File: src/rtl/noc_pkg.sv
// Shared NoC flit definitions: flit width, field offsets and flit-type encoding.
// Layout from MSB to LSB: valid, dest, src, data[16], instr[3], packet_id, flit_type[2].
package noc_pkg;

    localparam int unsigned DATA_W  = 16;
    localparam int unsigned INSTR_W = 3;
    localparam int unsigned TYPE_W  = 2;

    typedef enum logic [1:0] {
        FlitHead   = 2'd0,
        FlitBody   = 2'd1,
        FlitTail   = 2'd2,
        FlitSingle = 2'd3
    } flit_type_e;

    function automatic int unsigned flit_w(int unsigned nodes, int unsigned pid_w);
        return 1 + 2 * $clog2(nodes) + DATA_W + INSTR_W + pid_w + TYPE_W;
    endfunction

    function automatic int unsigned type_lsb();
        return 0;
    endfunction

    function automatic int unsigned pid_lsb();
        return TYPE_W;
    endfunction

    function automatic int unsigned instr_lsb(int unsigned pid_w);
        return TYPE_W + pid_w;
    endfunction

    function automatic int unsigned data_lsb(int unsigned pid_w);
        return TYPE_W + pid_w + INSTR_W;
    endfunction

    function automatic int unsigned src_lsb(int unsigned pid_w);
        return TYPE_W + pid_w + INSTR_W + DATA_W;
    endfunction

    function automatic int unsigned dest_lsb(int unsigned nodes, int unsigned pid_w);
        return src_lsb(pid_w) + $clog2(nodes);
    endfunction

    function automatic int unsigned valid_bit(int unsigned nodes, int unsigned pid_w);
        return flit_w(nodes, pid_w) - 1;
    endfunction

endpackage

File: src/rtl/sync_fifo.sv
// Single-clock FIFO: storage, wrapping pointers and fill level.
// The caller guarantees push only when not full and pop only when not empty.
module sync_fifo
    import noc_pkg::*;
#(
    parameter int WIDTH = 8,
    parameter int DEPTH = 4
) (
    input  logic                     clk,
    input  logic                     rst,
    input  logic                     push,
    input  logic                     pop,
    input  logic [WIDTH-1:0]         wdata,
    output logic [WIDTH-1:0]         rdata,
    output logic [$clog2(DEPTH):0]   occupancy
);

    localparam int PTR_W = $clog2(DEPTH);
    localparam int OCC_W = PTR_W + 1;

    logic [PTR_W-1:0] wptr_q, wptr_d;
    logic [PTR_W-1:0] rptr_q, rptr_d;
    logic [OCC_W-1:0] occ_q, occ_d;
    logic [WIDTH-1:0] mem_q [DEPTH];

    // Pointers wrap naturally since DEPTH is a power of two; occupancy separates full from empty.
    always_comb begin
        wptr_d = wptr_q + PTR_W'(push);
        rptr_d = rptr_q + PTR_W'(pop);
        occ_d  = occ_q + OCC_W'(push) - OCC_W'(pop);
    end

    // Pointer and fill-level registers with asynchronous reset.
    always_ff @(posedge clk or posedge rst) begin
        if (rst) begin
            wptr_q <= '0;
            rptr_q <= '0;
            occ_q  <= '0;
        end else begin
            wptr_q <= wptr_d;
            rptr_q <= rptr_d;
            occ_q  <= occ_d;
        end
    end

    // Storage array is deliberately left unreset.
    always_ff @(posedge clk) begin
        if (push) begin
            mem_q[wptr_q] <= wdata;
        end
    end

    assign rdata     = mem_q[rptr_q];
    assign occupancy = occ_q;

endmodule

File: src/rtl/flit_egress_buffer.sv
// Egress buffer between a tile and its router local port: flit FIFO plus credit-based
// flow control, registered flit output and sticky error flags.
module flit_egress_buffer
    import noc_pkg::*;
#(
    parameter int NODE_COUNT      = 16,
    parameter int PACKET_ID_WIDTH = 5,
    parameter int DEPTH           = 4,
    parameter int CREDITS         = 4,
    localparam int FLIT_W         = flit_w(NODE_COUNT, PACKET_ID_WIDTH),
    localparam int OCC_W          = $clog2(DEPTH) + 1,
    localparam int CRED_W         = $clog2(CREDITS) + 1
) (
    input  logic              clk,
    input  logic              rst,
    input  logic [FLIT_W-1:0] flit_in,
    output logic              network_ready,
    output logic [FLIT_W-1:0] flit_out,
    input  logic              credit_return,
    output logic [OCC_W-1:0]  occupancy,
    output logic [CRED_W-1:0] credits_avail,
    output logic              overflow_err,
    output logic              credit_err
);

    localparam int VALID_BIT = valid_bit(NODE_COUNT, PACKET_ID_WIDTH);

    logic              offered;
    logic              push;
    logic              pop;
    logic [FLIT_W-1:0] head;
    logic [OCC_W-1:0]  occ;
    logic              credits_full;

    logic [CRED_W-1:0] credit_q, credit_d;
    logic [FLIT_W-1:0] flit_out_q, flit_out_d;
    logic              ovf_q, ovf_d;
    logic              cerr_q, cerr_d;

    sync_fifo #(
        .WIDTH (FLIT_W),
        .DEPTH (DEPTH)
    ) u_fifo (
        .clk       (clk),
        .rst       (rst),
        .push      (push),
        .pop       (pop),
        .wdata     (flit_in),
        .rdata     (head),
        .occupancy (occ)
    );

    // Ready depends only on registered fill level, never on this cycle's pop.
    assign network_ready = (occ < OCC_W'(DEPTH));

    // Next-state for credits, output register and error flags.
    always_comb begin
        offered      = flit_in[VALID_BIT];
        push         = offered && network_ready;
        pop          = (occ != '0) && (credit_q != '0);
        credits_full = (credit_q == CRED_W'(CREDITS));
        flit_out_d   = pop ? head : '0;
        credit_d     = credit_q;
        ovf_d        = ovf_q | (offered & ~network_ready);
        cerr_d       = cerr_q;
        if (pop && !credit_return) begin
            credit_d = credit_q - 1'b1;
        end else if (!pop && credit_return) begin
            if (credits_full) begin
                cerr_d = 1'b1;
            end else begin
                credit_d = credit_q + 1'b1;
            end
        end
    end

    // State registers; reset restores a full credit count.
    always_ff @(posedge clk or posedge rst) begin
        if (rst) begin
            credit_q   <= CRED_W'(CREDITS);
            flit_out_q <= '0;
            ovf_q      <= 1'b0;
            cerr_q     <= 1'b0;
        end else begin
            credit_q   <= credit_d;
            flit_out_q <= flit_out_d;
            ovf_q      <= ovf_d;
            cerr_q     <= cerr_d;
        end
    end

    assign flit_out      = flit_out_q;
    assign occupancy     = occ;
    assign credits_avail = credit_q;
    assign overflow_err  = ovf_q;
    assign credit_err    = cerr_q;

endmodule

File: config.mk
export PLATFORM = sky130hd
export DESIGN_NAME = flit_egress_buffer
export DESIGN_NICKNAME = d
export VERILOG_FILES = /design/src/rtl/noc_pkg.sv /design/src/rtl/sync_fifo.sv /design/src/rtl/flit_egress_buffer.sv
export SDC_FILE = /design/constraint.sdc
export NUM_CORES = 1
export LEC_CHECK = 0
export ABC_AREA = 1
export CAP_MARGIN = 10
export CORE_UTILIZATION = 37
export DETAILED_ROUTE_END_ITERATION = 8
export DONT_BUFFER_PORTS = 1
export MAX_ROUTING_LAYER = met4
export PLACE_DENSITY_LB_ADDON = 0.15
export SLEW_MARGIN = 15
export SYNTH_ARGS = -nofsm -noshare
export SYNTH_HDL_FRONTEND = slang
export SYNTH_SLANG_ARGS = --single-unit
File: constraint.sdc
create_clock -name clk -period 7.3 [get_ports clk]
set_input_delay 0 -clock clk [delete_from_list [all_inputs] [get_ports clk]]
set_output_delay 0 -clock clk [all_outputs]
set_load 0.005 [all_outputs]
# [Yosys cells after proc, flatten, opt, wreduce, memory -nomap -nowiden]
# Memories as Yosys holds them, arrays and structs flattened.
# Index checks and enable logic that the tools add are counted.
[word_totals] n_memories=1 wordCells=38 ramBits=140 out_inout_bits=44 in_bits=38 regBits=47
[memory_table] memory="u_fifo.mem_q" words=4 width=35 read_ports=1 rd_clocked_by_memory_dff=0 write_ports=1 line_no="sync_fifo.sv:24" rtl="logic [WIDTH-1:0] mem_q [DEPTH];"
[op_classes] n_reduce_logical=11 bitwise_logic=4 addsub=6 n_lt_le_gt_ge=1 n_eq_ne=2 mux=6
[op_table] op="35-bit two-way mux" count=1
[op_table] op="3-bit two-way mux" count=3
[op_table] op="3-bit nonzero test" count=2
[op_table] op="2-bit by 1-bit adder with 2-bit output" count=2
[op_table] op="1-bit logical AND" count=4
[op_table] op="3-bit by 1-bit adder with 3-bit output" count=1
[op_table] op="3-bit by 1-bit adder with 3-bit output, second input constant" count=1
[op_table] op="3-bit == test, second input constant" count=1
[op_table] op="3-bit < comparator, second input constant" count=1
[op_table] op="3-bit AND reduction" count=1
[op_table] op="3-bit by 1-bit subtractor with 3-bit output" count=1
[op_table] op="3-bit by 1-bit subtractor with 3-bit output, second input constant" count=1
[op_table] op="1-bit logical NOT" count=2
[op_table] op="1-bit two-way mux" count=2
[op_table] op="2-bit by 1-bit inequality test with 1-bit output, second input constant" count=1
[op_table] op="1-bit NOT" count=2
[op_table] op="2-bit AND reduction" count=1
[op_table] op="2-bit nonzero test" count=1
[op_table] op="1-bit bitwise AND" count=1
[op_table] op="1-bit bitwise OR" count=1

# [Depth between registers and ports, before layout]
# Gate-level depths: netlist (run 1).
[logic_depth] ltp_word=6 mapped_depth=12 ltp_nobuf=11

# [Hierarchy]
# From an unflattened synthesis (run 1), not the netlist that was laid out.
[unflattened] hier_cells=736 area_unflattened_um2=7791.2
[modules_own_cells] module="sync_fifo" cells_per_inst=583 seq_area_each_um2=4379.2 n_inst=1 area_per_inst_um2=6233.5
[modules_own_cells] module="flit_egress_buffer" cells_per_inst=153 seq_area_each_um2=1002.2 n_inst=1 area_per_inst_um2=1557.7

# [Least setup slack after synthesis (run 1)]
# Ideal clock, no wire load.
[synth_path] path_type="register -> register" from="reg u_fifo.occ_q[2], in the netlist u_fifo.occupancy[2]" to="mem u_fifo.mem_q[0][0] in the netlist's numbering, enable pin" synth_period_minus_slack_ps=3513 arrival_time_ps=3042 required_time_ps=6829 path_stages_with_launch=4 setup_ps=471 n_path_buf=0 slack_ps=3787 path_cell_list="dfrtp_1 > inv_1 > nand2_1 > nor3_1"
[synth_via] elab_chain_cells=4
[synth_lines] element="start: declaration" line_no="sync_fifo.sv:23" rtl="logic [OCC_W-1:0] occ_q, occ_d;"
[synth_lines] element="start signal: assignment" line_no="sync_fifo.sv:38" rtl="occ_q <= '0;"
[synth_lines] element="start signal: assignment" line_no="sync_fifo.sv:42" rtl="occ_q <= occ_d;"
[synth_lines] element="3-bit < comparator" line_no="flit_egress_buffer.sv:54" rtl="assign network_ready = (occ < OCC_W'(DEPTH));"
[synth_lines] element="via network_ready" line_no="flit_egress_buffer.sv:17" rtl="output logic network_ready,"
[synth_lines] element="1-bit logical AND" line_no="flit_egress_buffer.sv:59" rtl="push = offered && network_ready;"
[synth_lines] element="1-bit two-way mux" line_no="sync_fifo.sv:48" rtl="if (push) begin"
[synth_lines] element="1-bit two-way mux (implied by the code)" line_no="sync_fifo.sv:49" rtl="mem_q[wptr_q] <= wdata;"
[synth_lines] element="end: declaration" line_no="sync_fifo.sv:24"
# The timed path passes the listed nets, and every way through them passes these cells.

# [Worst setup path after layout (run 1)]
[layout_path] from="reg credit_q[1], in the netlist credits_avail[1]" to="reg u_fifo.occ_q[2], in the netlist u_fifo.occupancy[2]"
[layout_via] elab_chain_cells=3
[layout_lines] element="start: declaration" line_no="flit_egress_buffer.sv:35" rtl="logic [CRED_W-1:0] credit_q, credit_d;"
[layout_lines] element="start signal: assignment" line_no="flit_egress_buffer.sv:80" rtl="credit_q <= CRED_W'(CREDITS);"
[layout_lines] element="start signal: assignment" line_no="flit_egress_buffer.sv:85" rtl="credit_q <= credit_d;"
[layout_lines] element="3-bit nonzero test" line_no="flit_egress_buffer.sv:60" rtl="pop = (occ != '0) && (credit_q != '0);"
[layout_lines] element="1-bit logical AND" line_no="flit_egress_buffer.sv:60"
[layout_lines] element="3-bit by 1-bit subtractor with 3-bit output" line_no="sync_fifo.sv:30" rtl="occ_d = occ_q + OCC_W'(push) - OCC_W'(pop);"
[layout_lines] element="via u_fifo.occ_d[2]" line_no="sync_fifo.sv:23"
# The timed path passes the listed nets, and every way through them passes these cells.
# A chain may end at the register's enable or synchronous reset.

==> reports/metrics.yaml, run 1 <==
worst_setup_path:
  arrival_ns: 3.01
  crit_required_ns: 7.65
  end_kind: "register"
  rrSetupSlack_ns: 4.65
  r2r_start: "credits_avail[1]"
  reg2reg_depth: 12
  critical_path_class: "reg2reg"
  cp-start-kind: "register"
  r2r_end: "u_fifo.occupancy[2]"
  crit_fanout: 37
routing:
  via_count: 4313
  routedWlPerCell_um: 14.7
  drc_errors: 0
  drt_iter0_markers: 226
  dr.pass1.iters: 4
  postRouteAntennaNets: 0
  drt_wl_total_um: 14400
  vias_per_cell: 4.42
sta:
  finalClockSkew_ns: 0.0124
  fin_crit_ns: 2.65
  worstMarginPinSlew_ns: 0.924
  setup-tns-final_ns: 0
  postLayoutSetupSlackWorst_ns: 4.65
  maxSlewHeadroom: 0.384
  fmax_ghz: 0.377
  rsz0062_at_grt: "no"
  setup-violations-final: 0
  hold_viol: 0
  finalMaxSlewViolations: 0
  fin_crit_sh: 0.363
worst_hold_path:
  hold_depth: 3
  min-delay-start: "flit_in[34]"
  hp-class: "in2reg"
  holdPathEnd: "u_fifo.wptr_q[0]"
power:
  pwr-share-comb: 0.257
  intPower_mw: 2.24
  pwr-share-clk: 0.273
  p_per_area_nw_per_um2: 395
  p_leak_nw: 3.59
  p_seq_frac: 0.470
  switching_share: 0.343
  ir_drop_mv: 0.203
  p_switching_mw: 1.17
cts:
  cts_max_level: 4
  numCtsBuffers: 17
  clk_pin_slew_ns: 0.07
  clock_latency_ns: 0.43
  postCtsSetupBuffers: 0
  cts_sinks: 187
  cts_buffer_depth: 2
  root_buffer: "clkbuf_16"
  cts_tree: "built"
placed_design:
  dp_hpwl_um: 8240
  placed_area_sq_um: 7670
  dp_slack_ns: 4.62
  gp_congestion: 0.694
  port_buffers: 0
synth:
  synthesis.nets: 703
  synth-async-reset-ratio: 0.251
  syn_avg_cell_area_sq_um: 11.3
  synthesis.area_sq_um: 7400
  yosysWarnings: 0
  yosys.area.top_type_share: 0.568
  synth_flop_cell: "edfxtp_1"
  yosys-top-cells-area: "edfxtp_1 57%, dfrtp_1 16%, nand2_1 7.8%"
  synth_seq_area_share: 0.728
  synth_edf_count: 140
  synth-seq-cells: 187
  synth.distinct_cells: 26
  synth_area_leader_cell: "edfxtp_1"
  syn_inst: 657
job:
  drv_cap: 0
floorplanning:
  die_y_um: 143
  fp.dieW_um: 143
  rows: 51
  start_util: 0.379
  coreArea_sq_um: 19500
  io_pins: 82
  dieArea_sq_um: 20600
outcome:
  status: "complete, no violations"
cells_and_area:
  fillers: 1850
  synthToLayoutAreaGrowth_pct: 16.9
  final_cell_area_sq_um: 8650
  regArea_sq_um: 5390
  finalNetCount: 744
  final_layout_size_suffix_gt1_frac: 0.0759
  n_antenna_cell: 0
  multi_input_area_sq_um: 1540
grt:
  grt-ovfl-total: 0
  antenna_found_initial: 0
  grt_pass1_vias: 4142
  grt_max_degree: 85
  grt_use_total: 0.153
  grt_first_pass_wirelength_um: 22100
==> power groups by stage <==
| stage | combinational, mW | clock, mW | sequential [mW] |
|---|---|---|---|
| detailed placement | 0.873 | 0 | 1.64 |
| floorplan | 0.775 | 0 | 1.51 |
| global placement | 0.848 | 0 | 1.63 |
| CTS | 0.900 | 0.957 | 1.61 |
| global route | 1.02 | 0.996 | 1.64 |
| finish | 0.877 | 0.932 | 1.61 |
==> cell usage in the layout (no fill, tap or decap), drive strengths merged, types with 4 or more instances in the layout <==
master       netlist  layout
nor2             140     140
dfrtp             46      46
ha                 6       6
inv               89      92
buf               24      11
a21oi             35      35
nor3               4       4
clkinv             0       6
dlygate4sd3        0      38
clkbuf             3      18
nand2            154     154
edfxtp           140     140
==> repair_timing <==
action	4_1_cts	5_1_grt
hold endpoints to repair	189	0
hold buffers	38	0
resized for setup	0	0
==> registers in the layout, summed over array words and instances, names as in the netlist <==
register,cells
u_fifo.rptr_q,2
credits_avail,3
u_fifo.occupancy,3
overflow_err,1
u_fifo.wptr_q,2
credit_err,1
u_fifo.mem_q,140
flit_out,35
==> metrics by stage <==
stage / hold WS [ns] / std cells / utilization / power (mW)
2_1_floorplan: 0.0989 / 657 / - / 2.28
5_1_grt: 0.0639 / 976 / 0.443 / 3.66
4_1_cts: 0.0425 / 976 / 0.443 / 3.47
3_5_place_dp: -0.127 / 906 / 0.393 / 2.51
3_3_place_gp: -0.129 / 906 / 0.393 / 2.48
6_report: 0.0664 / 976 / 0.443 / 3.41
==> synthesized netlist by cell type, types with 2 or more instances <==
| cell | number |
|---|---|
| a21oi_1 | 35 |
| buf_2 | 17 |
| buf_4 | 3 |
| buf_6 | 4 |
| clkbuf_1 | 2 |
| dfrtp_1 | 46 |
| edfxtp_1 | 140 |
| fa_1 | 2 |
| ha_1 | 6 |
| inv_1 | 86 |
| inv_2 | 3 |
| nand2_1 | 154 |
| nand3_1 | 3 |
| nor2_1 | 139 |
| nor3_1 | 4 |
| xor2_1 | 3 |
==> worst max-delay path by stage <==
stage	endpoint	startpoint	cells after the start	slack (ns)
6_report	u_fifo.occupancy[2]	credits_avail[1]	12	4.65
5_1_grt	u_fifo.occupancy[2]	credits_avail[1]	12	4.40
4_1_cts	u_fifo.occupancy[2]	credits_avail[1]	12	4.61
3_5_place_dp	u_fifo.occupancy[2]	credits_avail[1]	12	4.62
3_3_place_gp	u_fifo.occupancy[2]	credits_avail[1]	12	4.63
2_1_floorplan	u_fifo.mem_q[0][0]	u_fifo.occupancy[2]	3	3.79
==> cell type report <==
cell class | instances | share of cell area
inverter | 89 | 0.0386
multi-input combinational | 354 | 0.178
sequential | 187 | 0.623
tap | 265 | 0.0383
clock inverter | 14 | 0.0195
clock buffer | 18 | 0.0496
timing repair buffer | 49 | 0.0535
==> critical path, cell delays in order, from the launching register on <==
cell     delay [ns]
dfrtp_1        0.42
nor2_2         0.17
inv_2          0.06
o21ai_4        0.11
buf_4          0.47
inv_2          0.11
ha_1           0.29
inv_1          0.05
ha_1           0.13
inv_1          0.05
fa_1           0.37
xnor2_1        0.17
xor2_1         0.17
==> per-layer routing <==
metal  global-route usage  up-vias  part of all wire
li1                     -     2152                 -
met1                0.177     2065              0.43
met2                0.249       76              0.50
met3               0.0470       20             0.052
met4               0.0638        0             0.017
met5                    -        -                 0
==> cells by family after synthesis <==
logic type / Yosys count / synth area share
AO/OA/AOI/OAI: 40 / 0.0294
buffers and inverters: 116 / 0.0675
adder cells (fa/ha/maj): 8 / 0.0156
flip-flops: 187 / 0.728
XOR/XNOR: 4 / 0.00474
AND/OR/NAND/NOR: 302 / 0.155
(Power assumes the default switching activity.)
==> inputs of run 2 (changes only) <==
==> constraint.sdc (replaced) <==
create_clock -name clk -period 2.5 [get_ports clk]
set_input_delay 0 -clock clk [delete_from_list [all_inputs] [get_ports clk]]
set_output_delay 0 -clock clk [all_outputs]
set_load 0.005 [all_outputs]
==> reports/metrics.yaml, run 2 (same netlist as run 1, synthesis figures left out) <==
grt:
  grt_use_total: 0.159
  antenna_found_initial: 0
  grt_pass1_vias: 4171
  grt_max_degree: 45
  grt-ovfl-total: 0
  grt_first_pass_wirelength_um: 22900
cells_and_area:
  finalNetCount: 746
  n_antenna_cell: 0
  instances_no_fill: 978
  top_register: "u_fifo.mem_q"
  mostFrequentLayoutCells: "154 x nand2_1, 140 x edfxtp_1, 139 x nor2_1, 85 x inv_1, 44 x dfrtp_1"
  final_layout_size_suffix_gt1_frac: 0.0813
  final_common_cell: "nand2_1"
  final_cell_area_sq_um: 8780
  synthToLayoutAreaGrowth_pct: 18.7
  largest_reg_flops: 140
  final_util: 0.450
sta:
  setup-tns-final_ns: 0
  postLayoutSetupSlackWorst_ns: 0.339
  hold_viol: 0
  fmax_ghz: 0.463
  worstMarginPinSlew_ns: 0.543
  finalClockSkew_ns: 0.00939
  hold_slack_ns: 0.0269
  rsz0062_at_grt: "no"
  maxSlewHeadroom: 0.637
  fin_crit_ns: 2.16
  fin_crit_sh: 0.864
  setup-violations-final: 0
  finalMaxSlewViolations: 0
placed_design:
  dp_slack_ns: 0.329
  port_buffers: 0
  dp_cells: 908
  gp_congestion: 0.709
  dp_hpwl_um: 8070
  placed_area_sq_um: 7760
cts:
  root_buffer: "clkbuf_16"
  cts_buffer_depth: 2
  numCtsBuffers: 17
  clock_latency_ns: 0.42
  postCtsSetupBuffers: 0
  cts_max_level: 4
  clk_pin_slew_ns: 0.07
  cts_sinks: 187
  cts_tree: "built"
job:
  drv_cap: 0
routing:
  vias_per_cell: 4.38
  drt_iter0_markers: 236
  dr.pass1.iters: 5
  routedWlPerCell_um: 14.8
  via_count: 4284
  postRouteAntennaNets: 0
  drt_wl_total_um: 14500
  drc_errors: 0
worst_setup_path:
  crit_fanout: 4
  critical_path_class: "reg2reg"
  cp-start-kind: "register"
  arrival_ns: 2.50
  end_kind: "register"
  crit_required_ns: 2.84
power:
  p_leak_nw: 3.64
  total_power_mw: 10.3
  p_switching_mw: 3.48
  ir_drop_mv: 0.501
  intPower_mw: 6.78
  pwr-share-clk: 0.279
  p_seq_frac: 0.441
  switching_share: 0.339
  pwr-share-comb: 0.280
  p_per_area_nw_per_um2: 1170
floorplanning:
  dieArea_sq_um: 20600
  coreArea_sq_um: 19500
  start_util: 0.379
  io_pins: 82
  fp.dieW_um: 143
  rows: 51
  die_y_um: 143
outcome:
  status: "complete, no violations"
worst_hold_path:
  hp-class: "in2reg"
-- run 2: cell type report --
class                   count  area (sq um)
multi-input cells         354          1540
well taps                 265           332
flip-flops and latches    187          5390
clock inverters            15           210
inverters                  89           334
fillers                  1826         10700
repair buffers             51           553
clock buffers              17           425
-- run 2: final timing paths --
check | from | to | cells after the start | slack (ns)
setup / recovery | credits_avail[1] | u_fifo.occupancy[2] | 11 | 0.34
hold / removal | flit_in[34] | u_fifo.wptr_q[0] | 3 | 0.03
setup reg to reg | credits_avail[1] | u_fifo.occupancy[2] | 11 | 0.34
hold reg to reg | overflow_err | overflow_err | 1 | 0.48
max in group asynchronous | rst | flit_out[5] | 3 | 1.48
min in group asynchronous | rst | flit_out[34] | 3 | 0.11
-- run 2: power by group through the flow --
stage	Combinational, mW	Sequential [mW]	Clock [mW]
after floorplan	2.26	4.40	0
after global placement	2.80	4.59	0
after detailed placement	2.87	4.61	0
after CTS	2.97	4.54	2.95
after global routing	3.34	4.61	3.07
final	2.87	4.52	2.86
-- run 2: critical path, cell delays in order, from the launching register on --
cell and delay, ns:
dfrtp_1 0.43, nor2_2 0.18, inv_2 0.06, o21ai_4 0.13, inv_2 0.07, ha_1 0.26
inv_1 0.06, ha_1 0.13, inv_1 0.05, fa_1 0.37, xnor2_1 0.18, xor2_1 0.17
-- run 2: metal layers --
metal  up-vias  global-route usage  part of all wire
li1       2159                   -                 -
met1      2022               0.201              0.46
met2        95               0.252              0.49
met3         8              0.0393             0.045
met4         0              0.0470            0.0071
met5         -                   -                 0
-- run 2: what timing repair did --
action	in CTS	in global routing
resized for setup	0	0
hold buffers	38	0
endpoints found under the setup margin	0	0
hold endpoints to repair	189	0
==> inputs of run 3 (changes only) <==
--- a/config.mk
+++ b/config.mk
@@ -5,8 +5,9 @@
 export SDC_FILE = /design/constraint.sdc
 export NUM_CORES = 1
 export LEC_CHECK = 0
-export ABC_AREA = 1
+export ABC_AREA = 0
 export CAP_MARGIN = 10
+export CORE_MARGIN = 1
 export CORE_UTILIZATION = 37
 export DETAILED_ROUTE_END_ITERATION = 8
 export DONT_BUFFER_PORTS = 1
==> reports/metrics.yaml, run 3 <==
outcome:
  status: "finished, violations left"
  violations: "DRC"
placed_design:
  dp_hpwl_um: 6970
  placed_area_sq_um: 7260
  gp_congestion: 0.748
  port_buffers: 0
grt:
  grt_max_degree: 37
  grt_use_total: 0.144
  antenna_found_initial: 0
  grt_first_pass_wirelength_um: 19500
  grt-ovfl-total: 0
  grt_pass1_vias: 3293
routing:
  drt_wl_total_um: 12500
  postRouteAntennaNets: 0
  vias_per_cell: 4.86
  routedWlPerCell_um: 20.3
  dr.pass1.iters: 8
  drc_errors: 8
  drt_iter0_markers: 186
  via_count: 2982
synth:
  synthesis.area_sq_um: 6910
  yosysWarnings: 0
  yosys-top-cells-area: "edfxtp_1 61%, dfrtp_1 17%, mux4_2 9.8%"
  synthesis.nets: 360
  yosys.area.top_type_share: 0.608
  synth.distinct_cells: 31
  yosys-top-cells-count: "140 x edfxtp_1, 46 x dfrtp_1, 31 x nor2b_1"
  synth-seq-cells: 187
  synth_flop_cell: "edfxtp_1"
  yosysMostFrequentCell: "edfxtp_1"
  synth_seq_area_share: 0.778
  syn_inst: 314
  synth_edf_count: 140
  synth_area_leader_cell: "edfxtp_1"
  syn_avg_cell_area_sq_um: 22.0
  synth-async-reset-ratio: 0.251
sta:
  finalClockSkew_ns: 0.0127
  fin_crit_sh: 0.917
  finalMaxSlewViolations: 0
  setup-tns-final_ns: 0
  fin_crit_ns: 2.29
  worstMarginPinSlew_ns: 0.660
  setup-violations-final: 0
  maxSlewHeadroom: 0.559
  hold_slack_ns: 0.0363
  rsz0062_at_grt: "no"
  hold_viol: 0
  fmax_ghz: 0.436
worst_setup_path:
  critical_path.max_stage_delay_ns: 0.60
  end_kind: "register"
  cpMostUsedCell: "inv_1"
  crit_required_ns: 2.84
  crit_fanout: 7
  cp-start-kind: "register"
  crit_chain: "or3_4 -> o31ai_4 -> inv_1 -> ha_1 -> inv_1 -> fa_1 -> or2_2 -> o21ai_0 -> a31oi_1"
  arrival_ns: 2.63
  crit_buf_inv: 2
  critical_path_class: "reg2reg"
  crit_path_top_delay_cell: "dfstp_2"
  crit_family: "adder cells"
power:
  p_switching_mw: 2.67
  intPower_mw: 6.59
  switching_share: 0.288
  pwr-share-clk: 0.259
  p_per_area_nw_per_um2: 1140
  p_leak_nw: 2.88
  ir_drop_mv: 0.843
  total_power_mw: 9.26
  pwr-share-comb: 0.256
  p_seq_frac: 0.485
cts:
  clock_latency_ns: 0.42
  cts_buffer_depth: 2
  numCtsBuffers: 17
  cts_max_level: 4
  cts_sinks: 187
  cts_tree: "built"
  postCtsSetupBuffers: 0
  root_buffer: "clkbuf_16"
  clk_pin_slew_ns: 0.06
cells_and_area:
  largest_reg_flops: 140
  finalNetCount: 418
  final_layout_size_suffix_gt1_frac: 0.229
  synthToLayoutAreaGrowth_pct: 17.9
  top_register: "u_fifo.mem_q"
  mostFrequentLayoutCells: "140 x edfxtp_1, 44 x dfrtp_1, 37 x dlygate4sd3_1, 31 x nor2b_1, 30 x mux4_2"
  n_antenna_cell: 0
  final_common_cell: "edfxtp_1"
  final_cell_area_sq_um: 8150
floorplanning:
  dieArea_sq_um: 19200
  die_y_um: 139
  coreArea_sq_um: 18100
  rows: 49
  start_util: 0.381
  io_pins: 82
  fp.dieW_um: 139
job:
  drv_cap: 0
worst_hold_path:
  hp-class: "in2reg"
## run 3: changes by cell type after synthesis, moves of 4 or more
cell and delta:
inv_1 -74, buf_2 -13, a21oi_1 -32, nor3_1 -4, nor2_1 -137, mux4_1 +5, nor2b_1 +31, mux4_2 +30
nand2_1 -152, nor2b_4 +5
## run 3: path summary, 6_finish.rpt
path | from | to | slack, ns | depth (start not counted)
max in group asynchronous | rst | credits_avail[2] | 1.53 | 3
worst max-delay path | credits_avail[2] | credits_avail[2] | 0.21 | 9
worst min register to register | overflow_err | overflow_err | 0.49 | 1
worst min-delay path | flit_in[34] | u_fifo.occupancy[0] | 0.04 | 3
min in group asynchronous | rst | flit_out[30] | 0.13 | 2
worst max register to register | credits_avail[2] | credits_avail[2] | 0.21 | 9
## run 3: repair_timing
action / in CTS / in global routing
hold endpoints to repair: 170 / 0
hold buffers: 37 / 0
endpoints found under the setup margin: 0 / 0
gates resized for setup: 0 / 0
## run 3: kinds of logic after synthesis
logic type	after synthesis	share of synthesized area
flip-flops	187	0.778
AO/OA/AOI/OAI	10	0.0116
adder cells (fa/ha/maj)	8	0.0167
multiplexers	35	0.117
buffers and inverters	23	0.0230
XOR/XNOR	5	0.00634
AND/OR/NAND/NOR	46	0.0472
## run 3: area by class of cell
type / count / area (sq um)
Clock inverter: 11 / 71.3
Fill cell: 1590 / 10000
Multi-Input combinational cell: 104 / 1390
Timing Repair Buffer: 50 / 518
Sequential cell: 187 / 5380
Clock buffer: 21 / 450
Tap cell: 229 / 287
Inverter: 12 / 45.0
## run 3: tightest hold or removal path: stages
cell     delay (ns)
nor2b_1        0.12
buf_4          0.17
ha_1           0.12
## run 3: through the flow
step,util,instances,setup WS (ns)
floorplan,-,314,0.0392
global placement,0.400,545,0.230
detailed placement,0.400,545,0.190
CTS,0.449,614,0.187
global route,0.449,614,0.0369
finish,0.449,614,0.206
## run 3: routing by layer
metal | vias to the layer above | global-route usage | part of all wire
li1 | 1331 | - | -
met5 | - | - | 0
met2 | 70 | 0.226 | 0.50
met4 | 0 | 0.0368 | 0.0074
met1 | 1571 | 0.184 | 0.45
met3 | 10 | 0.0411 | 0.043
## run 3: power by group through the flow
stage	Sequential (mW)	Combinational (mW)	Clock [mW]
2_1_floorplan	4.43	1.91	0
3_3_place_gp	4.55	2.38	0
3_5_place_dp	4.57	2.40	0
4_1_cts	4.51	2.48	2.47
5_1_grt	4.56	2.66	2.59
6_report	4.49	2.37	2.40
